--- config.mk ---
export PLATFORM = sky130hd
export DESIGN_NAME = obi_kernel_monitor
export DESIGN_NICKNAME = d
export VERILOG_FILES = /design/src/rtl/gpgpu_mon_pkg.sv /design/src/rtl/obi_outstanding_tracker.sv /design/src/rtl/obi_kernel_monitor.sv
export SDC_FILE = /design/constraint.sdc
export NUM_CORES = 1
export LEC_CHECK = 0
export ABC_AREA = 1
export BUFFER_PORTS_ARGS = -buffer_cell sky130_fd_sc_hd__buf_2
export CORE_UTILIZATION = 30
export DETAILED_ROUTE_END_ITERATION = 16
export HOLD_SLACK_MARGIN = 0.1
export PLACE_DENSITY = 0.59
export SLEW_MARGIN = 5
export SYNTH_ARGS = -nofsm -noshare
export SYNTH_HDL_FRONTEND = slang
export SYNTH_SLANG_ARGS = --single-unit
--- constraint.sdc ---
create_clock -name clk_i -period 3.9 [get_ports clk_i]
set_clock_uncertainty 0.05 [all_clocks]
set_input_delay 0.39 -clock clk_i [delete_from_list [all_inputs] [get_ports clk_i]]
set_output_delay 0.39 -clock clk_i [all_outputs]
set_load 0.02 [all_outputs]
--- src/rtl/gpgpu_mon_pkg.sv ---
// Shared types for the OBI kernel monitor.
// mon_state_e : monitor FSM states (encoding is visible on state_o)
// mon_err_e   : sticky error causes (encoding is visible on err_code_o)
// DONE_WORD_VALUE : value whose full-word write to the done address ends a kernel
package gpgpu_mon_pkg;

  typedef enum logic [1:0] {
    IDLE    = 2'd0,
    RUNNING = 2'd1,
    DONE    = 2'd2,
    TIMEOUT = 2'd3
  } mon_state_e;

  typedef enum logic [1:0] {
    NONE      = 2'd0,
    UNDERFLOW = 2'd1,
    OVERFLOW  = 2'd2,
    LATE_REQ  = 2'd3
  } mon_err_e;

  localparam logic [31:0] DONE_WORD_VALUE = 32'h1;

endpackage

--- src/rtl/obi_outstanding_tracker.sv ---
// Outstanding-response tracker for one OBI channel.
// Ports:
//   clk_i, rst_i   clock, asynchronous active-high reset
//   clear_i        synchronous clear, zeroes the counter and masks the flags
//   acc_i          request accepted this cycle (req & gnt)
//   rvalid_i       response returned this cycle
//   underflow_o    rvalid with nothing outstanding and no same-cycle accept
//   overflow_o     accept that would exceed MAX_OUTSTANDING
module obi_outstanding_tracker #(
  parameter int unsigned MAX_OUTSTANDING = 4
) (
  input  logic clk_i,
  input  logic rst_i,
  input  logic clear_i,
  input  logic acc_i,
  input  logic rvalid_i,
  output logic underflow_o,
  output logic overflow_o
);

  localparam int unsigned CW = $clog2(MAX_OUTSTANDING + 1);
  localparam logic [CW-1:0] MAX_CNT = CW'(MAX_OUTSTANDING);

  logic [CW-1:0] cnt_q, cnt_d;

  // An accept and a response in the same cycle cancel out, so only the
  // unbalanced cases move the counter or raise a flag. Out-of-range moves
  // are flagged and the counter is held at its bound.
  always_comb begin
    cnt_d       = cnt_q;
    underflow_o = 1'b0;
    overflow_o  = 1'b0;
    if (clear_i) begin
      cnt_d = '0;
    end else if (acc_i && !rvalid_i) begin
      if (cnt_q == MAX_CNT) overflow_o = 1'b1;
      else                  cnt_d = cnt_q + 1'b1;
    end else if (rvalid_i && !acc_i) begin
      if (cnt_q == '0) underflow_o = 1'b1;
      else             cnt_d = cnt_q - 1'b1;
    end
  end

  always_ff @(posedge clk_i or posedge rst_i) begin
    if (rst_i) cnt_q <= '0;
    else       cnt_q <= cnt_d;
  end

endmodule

--- src/rtl/obi_kernel_monitor.sv ---
// Passive monitor on the instruction and data OBI channels of the GPGPU.
// Detects kernel start (first accepted fetch) and completion (accepted
// full-word write of DONE_WORD_VALUE to DONE_ADDR), counts RUNNING cycles
// and data reads/writes, and flags protocol errors and timeout.
// Ports:
//   clk_i, rst_i, clear_i               clock, async reset, sync clear
//   instr_req_i/gnt_i/rvalid_i          instruction channel snoop
//   data_req_i/gnt_i/we_i/be_i/addr_i/wdata_i/rvalid_i  data channel snoop
//   state_o, done_o, timeout_o          FSM state and terminal levels
//   cycles_o, rd_cnt_o, wr_cnt_o        saturating counters
//   err_o, err_code_o                   sticky first protocol error
module obi_kernel_monitor
  import gpgpu_mon_pkg::*;
#(
  parameter logic [31:0] DONE_ADDR       = 32'h0000_7C00,
  parameter logic [31:0] TIMEOUT_CYCLES  = 32'd1_000_000,
  parameter int unsigned MAX_OUTSTANDING = 4,
  parameter int unsigned CNT_W           = 32
) (
  input  logic             clk_i,
  input  logic             rst_i,
  input  logic             clear_i,
  input  logic             instr_req_i,
  input  logic             instr_gnt_i,
  input  logic             instr_rvalid_i,
  input  logic             data_req_i,
  input  logic             data_gnt_i,
  input  logic             data_we_i,
  input  logic [3:0]       data_be_i,
  input  logic [31:0]      data_addr_i,
  input  logic [31:0]      data_wdata_i,
  input  logic             data_rvalid_i,
  output logic [1:0]       state_o,
  output logic             done_o,
  output logic             timeout_o,
  output logic [CNT_W-1:0] cycles_o,
  output logic [CNT_W-1:0] rd_cnt_o,
  output logic [CNT_W-1:0] wr_cnt_o,
  output logic             err_o,
  output logic [1:0]       err_code_o
);

  localparam logic [CNT_W-1:0] TIMEOUT_LIM = CNT_W'(TIMEOUT_CYCLES);

  function automatic logic [CNT_W-1:0] sat_inc(input logic [CNT_W-1:0] v);
    return (&v) ? v : v + 1'b1;
  endfunction

  mon_state_e       state_q, state_d;
  logic [CNT_W-1:0] cycles_q, cycles_d;
  logic [CNT_W-1:0] rd_cnt_q, rd_cnt_d;
  logic [CNT_W-1:0] wr_cnt_q, wr_cnt_d;
  logic             err_q, err_d;
  mon_err_e         err_code_q, err_code_d;

  logic instr_acc, data_acc, done_wr;
  logic instr_uf, instr_ov, data_uf, data_ov;
  logic unused_addr_lsb;

  assign instr_acc = instr_req_i & instr_gnt_i;
  assign data_acc  = data_req_i & data_gnt_i;

  // The done word is decoded on word address only; byte offset is ignored.
  assign done_wr = data_acc & data_we_i & (data_be_i == 4'hF) &
                   (data_addr_i[31:2] == DONE_ADDR[31:2]) &
                   (data_wdata_i == DONE_WORD_VALUE);
  assign unused_addr_lsb = ^data_addr_i[1:0];

  obi_outstanding_tracker #(.MAX_OUTSTANDING(MAX_OUTSTANDING)) u_instr_trk (
    .clk_i       (clk_i),
    .rst_i       (rst_i),
    .clear_i     (clear_i),
    .acc_i       (instr_acc),
    .rvalid_i    (instr_rvalid_i),
    .underflow_o (instr_uf),
    .overflow_o  (instr_ov)
  );

  obi_outstanding_tracker #(.MAX_OUTSTANDING(MAX_OUTSTANDING)) u_data_trk (
    .clk_i       (clk_i),
    .rst_i       (rst_i),
    .clear_i     (clear_i),
    .acc_i       (data_acc),
    .rvalid_i    (data_rvalid_i),
    .underflow_o (data_uf),
    .overflow_o  (data_ov)
  );

  always_comb begin
    state_d    = state_q;
    cycles_d   = cycles_q;
    rd_cnt_d   = rd_cnt_q;
    wr_cnt_d   = wr_cnt_q;
    err_d      = err_q;
    err_code_d = err_code_q;
    if (clear_i) begin
      state_d    = IDLE;
      cycles_d   = '0;
      rd_cnt_d   = '0;
      wr_cnt_d   = '0;
      err_d      = 1'b0;
      err_code_d = NONE;
    end else begin
      case (state_q)
        IDLE: if (instr_acc) state_d = RUNNING;
        RUNNING: begin
          cycles_d = sat_inc(cycles_q);
          if (data_acc) begin
            if (data_we_i) wr_cnt_d = sat_inc(wr_cnt_q);
            else           rd_cnt_d = sat_inc(rd_cnt_q);
          end
          // Done write beats a timeout landing on the same cycle.
          if (done_wr)
            state_d = DONE;
          else if ((TIMEOUT_CYCLES != 32'd0) && (cycles_d == TIMEOUT_LIM))
            state_d = TIMEOUT;
        end
        default: ;
      endcase
      // Only the first error is recorded; same-cycle causes are ranked
      // underflow, overflow, late request.
      if (!err_q) begin
        if (instr_uf || data_uf) begin
          err_d      = 1'b1;
          err_code_d = UNDERFLOW;
        end else if (instr_ov || data_ov) begin
          err_d      = 1'b1;
          err_code_d = OVERFLOW;
        end else if (data_acc && (state_q == DONE)) begin
          err_d      = 1'b1;
          err_code_d = LATE_REQ;
        end
      end
    end
  end

  always_ff @(posedge clk_i or posedge rst_i) begin
    if (rst_i) begin
      state_q    <= IDLE;
      cycles_q   <= '0;
      rd_cnt_q   <= '0;
      wr_cnt_q   <= '0;
      err_q      <= 1'b0;
      err_code_q <= NONE;
    end else begin
      state_q    <= state_d;
      cycles_q   <= cycles_d;
      rd_cnt_q   <= rd_cnt_d;
      wr_cnt_q   <= wr_cnt_d;
      err_q      <= err_d;
      err_code_q <= err_code_d;
    end
  end

  assign state_o    = state_q;
  assign done_o     = (state_q == DONE);
  assign timeout_o  = (state_q == TIMEOUT);
  assign cycles_o   = cycles_q;
  assign rd_cnt_o   = rd_cnt_q;
  assign wr_cnt_o   = wr_cnt_q;
  assign err_o      = err_q;
  assign err_code_o = err_code_q;

endmodule

==> results.md <==
- Crit-path most repeated cell: nand2_1
- Fmax achieved: 338.8 MHz
- Root Buffer: clkbuf_16
- Sequential area share after synthesis: 38.33%
- Crit. End Element: flop
- CTS tree: built
- Vias in the first global route: 6969
- Resized Gates After CTS: 0
- CTS H-tree depth: 3
- IO Count: 181
- Worst reg2reg path startpoint: cycles_o[0]$_DFFE_PP0N_
- P_leak: 3.953 nW
- Synth Register Bits: 107
- Hold Buf Count CTS: 0
- Max-Slew Margin vs Limit: 39.12%
- Synthesized area per cell: 6.896 um^2
- Period utilization: 75.69%
- Vias per cell: 5.066
- RSZ-0062 raised after global routing: no
- Final TNS setup: 0 ns
- Initial Util: 30.76%
- Worst slew pin tran: 0.9132 ns
- Worst-path cell chain: ha_1 -> inv_2 -> nor2_8 -> nand2_4 -> nor2_8 -> nand2_4 -> nand2_1 -> nand2_1 -> nor2_1 -> nand3_1 -> nor2_1 -> nand2_1 -> nand2_2 -> nand2_1 -> nand2_1 -> nand2_1
- Final Critical Period: 2.952 ns
- Kind of critical path: flop to flop
- Synth Instances: 1013
- Antenna Nets Post-Route: 0
- Clk sink count: 107
- Reg-to-reg slack, setup: 0.95 ns
- Drt initial violations: 551
- Synth Flop Type: dfrtp_1
- Number of buffers created by CTS: 9
- FF-to-FF End: state_o[0]$_DFFE_PP0P_
- GRT overflow: 0
- Port bufs: 178
- Final Hold Violating Endpoints: 0
- Die width: 154.6 um
- Max VDD drop: 0.2637 mV
- Max Cap Viol: 0
- Hold Crit Class: primary input to async pin
- Row count: 55
- Mapped Nets: 1096
- Clock Latency Late Sink: 0.36 ns
- Post-DP HPWL: 16.59 mm
- Top cell type's share of synthesized area: 38.33%
- First drt pass iteration count: 7
- Clock transition at path regs: 0.08 ns
- Area leader, netlist: dfrtp_1
- Ys Warns: 0
- Commonest non-fill, non-tap cells in the layout: 280 x nand2_1, 178 x buf_2, 156 x nor2_1
- CP Launch Type: flop
- CP required: 4.10 ns
- Postcts setup bufs: 0
- Final Max Tran Viols: 0
- Crit path max-delay cell type: dfrtp_1
- Outcome: finished clean
- Post-synth cell types: 44
- Reg2reg path depth: 16
- Core Box Area: 22710 um^2
- Layout cells sized above 1: 19.06%
- WHS: 0.1783 ns
- Total number of vias: 7478
- Full die area: 23900 um^2
- Slowest cell delay on critical path: 0.46 ns
- Die Ht: 154.6 um
- # setup viols final: 0
- Power Density: 323.5 nW/um^2
- Routed length per placed instance: 14.76 um
- GPL Wtd Cong: 0.9266
- Synth top area cells: dfrtp_1 38%, nand2_1 15%, nor2_1 8.4%, inv_1 5.4%, nand3_1 5.1%
- Power, Total: 2.746 mW
- Diode count: 0
- Area Growth Syn to Fin: 21.51%
- Final #Nets: 1269
- Commonest non-fill, non-tap cell in the layout: nand2_1
- # DRC: 0
- Largest net degree at the start of global routing: 72
- Synthesized cell area: 6985 um^2
- Detailed Route WL: 21.79 mm
- Clock Tree Buf Depth: 2
- Critical Path Source: cycles_o[0]$_DFFE_PP0N_
- GRT Total Usage: 18.71%
- Worst-path maximum fanout: 21
- FFs w/ async S/R, synth: 100.0%
- Post-synth EDFFs: 0
- First-pass GRT wire length: 35.80 mm
- Initial antenna violation count: 0
- Crit path DAT: 3.15 ns
## cell type report
type / count / area [um^2]
Sequential cell: 107 / 2678
Inverter: 108 / 407.9
Timing Repair Buffer: 184 / 935.9
Tap cell: 285 / 356.6
Multi-Input combinational cell: 776 / 3794
Clock buffer: 9 / 225.2
Fill cell: 2446 / 14220
Clock inverter: 7 / 91.34
## sequential cells by signal (all words and copies together) (netlist names)
register,count
cycles_o,32
state_o,2
u_instr_trk.cnt_q,3
err_code_o,2
err_o,1
u_data_trk.cnt_q,3
rd_cnt_o,32
wr_cnt_o,32
## cell usage after synthesis (all sizes together), types with 4 or more instances
cell    count
nand3      71
a21oi      24
nor3b       4
a31oi       5
o31ai      19
o21ai      50
xor2       23
clkbuf     13
buf         9
nand4      30
and3        5
nor2      161
o22ai      13
dfrtp     107
nor4       16
nand2     289
xnor2      12
nor3       34
inv       107
## cells by family (layout without fill, tap and decap cells)
| logic type | Yosys count | count (layout) | share of synthesized area, % |
|---|---|---|---|
| fa+ha+maj | 5 | 5 | 1.111 |
| buf+inv | 130 | 308 | 7.362 |
| compound gates | 123 | 123 | 10.39 |
| simple gates | 613 | 613 | 38.42 |
| flops | 107 | 107 | 38.33 |
| xor+xnor | 35 | 35 | 4.388 |
## where the power goes
group          total, mW  switching (mW)  leakage, nW  internal, mW
clock network      0.964           0.502        0.152         0.463
logic              0.555           0.389         2.32         0.166
registers           1.23          0.0629         1.48          1.16
total               2.75           0.954         3.95          1.79
## per-stage QoR
step	setup WS (ns)	cells	instance area [um^2]	util, %
global placement	1.025	1460	8172	35.98
floorplan	0.6428	1013	6985	-
CTS	0.9954	1476	8488	37.38
finish	0.9482	1476	8488	37.38
detailed placement	1.004	1460	8172	35.98
global route	0.7821	1476	8488	37.38
## worst max-delay path by stage
stage	slack (ns)	endpoint
5_1_grt	0.78	state_o[0]$_DFFE_PP0P_
3_3_place_gp	1.03	state_o[0]$_DFFE_PP0P_
6_report	0.95	state_o[0]$_DFFE_PP0P_
4_1_cts	1.0	state_o[0]$_DFFE_PP0P_
2_1_floorplan	0.64	cycles_o[0]$_DFFE_PP0N_
3_5_place_dp	1.00	state_o[0]$_DFFE_PP0P_
## critical path: cells and delay by family, from the launching register on
kind / cells / cell delay [ns]
adder cells (fa/ha/maj): 1 / 0.44
buffers and inverters: 1 / 0.13
flip-flops: 1 / 0.46
AND/OR/NAND/NOR: 14 / 1.74
## per-layer routing
layer  wire (um)  GRT usage [%]
met4         283          5.139
met3        1182          3.222
met1       10440          25.77
met2        9880          30.12
met5           0              0
Note: power is estimated with default switching activity, not from simulation.
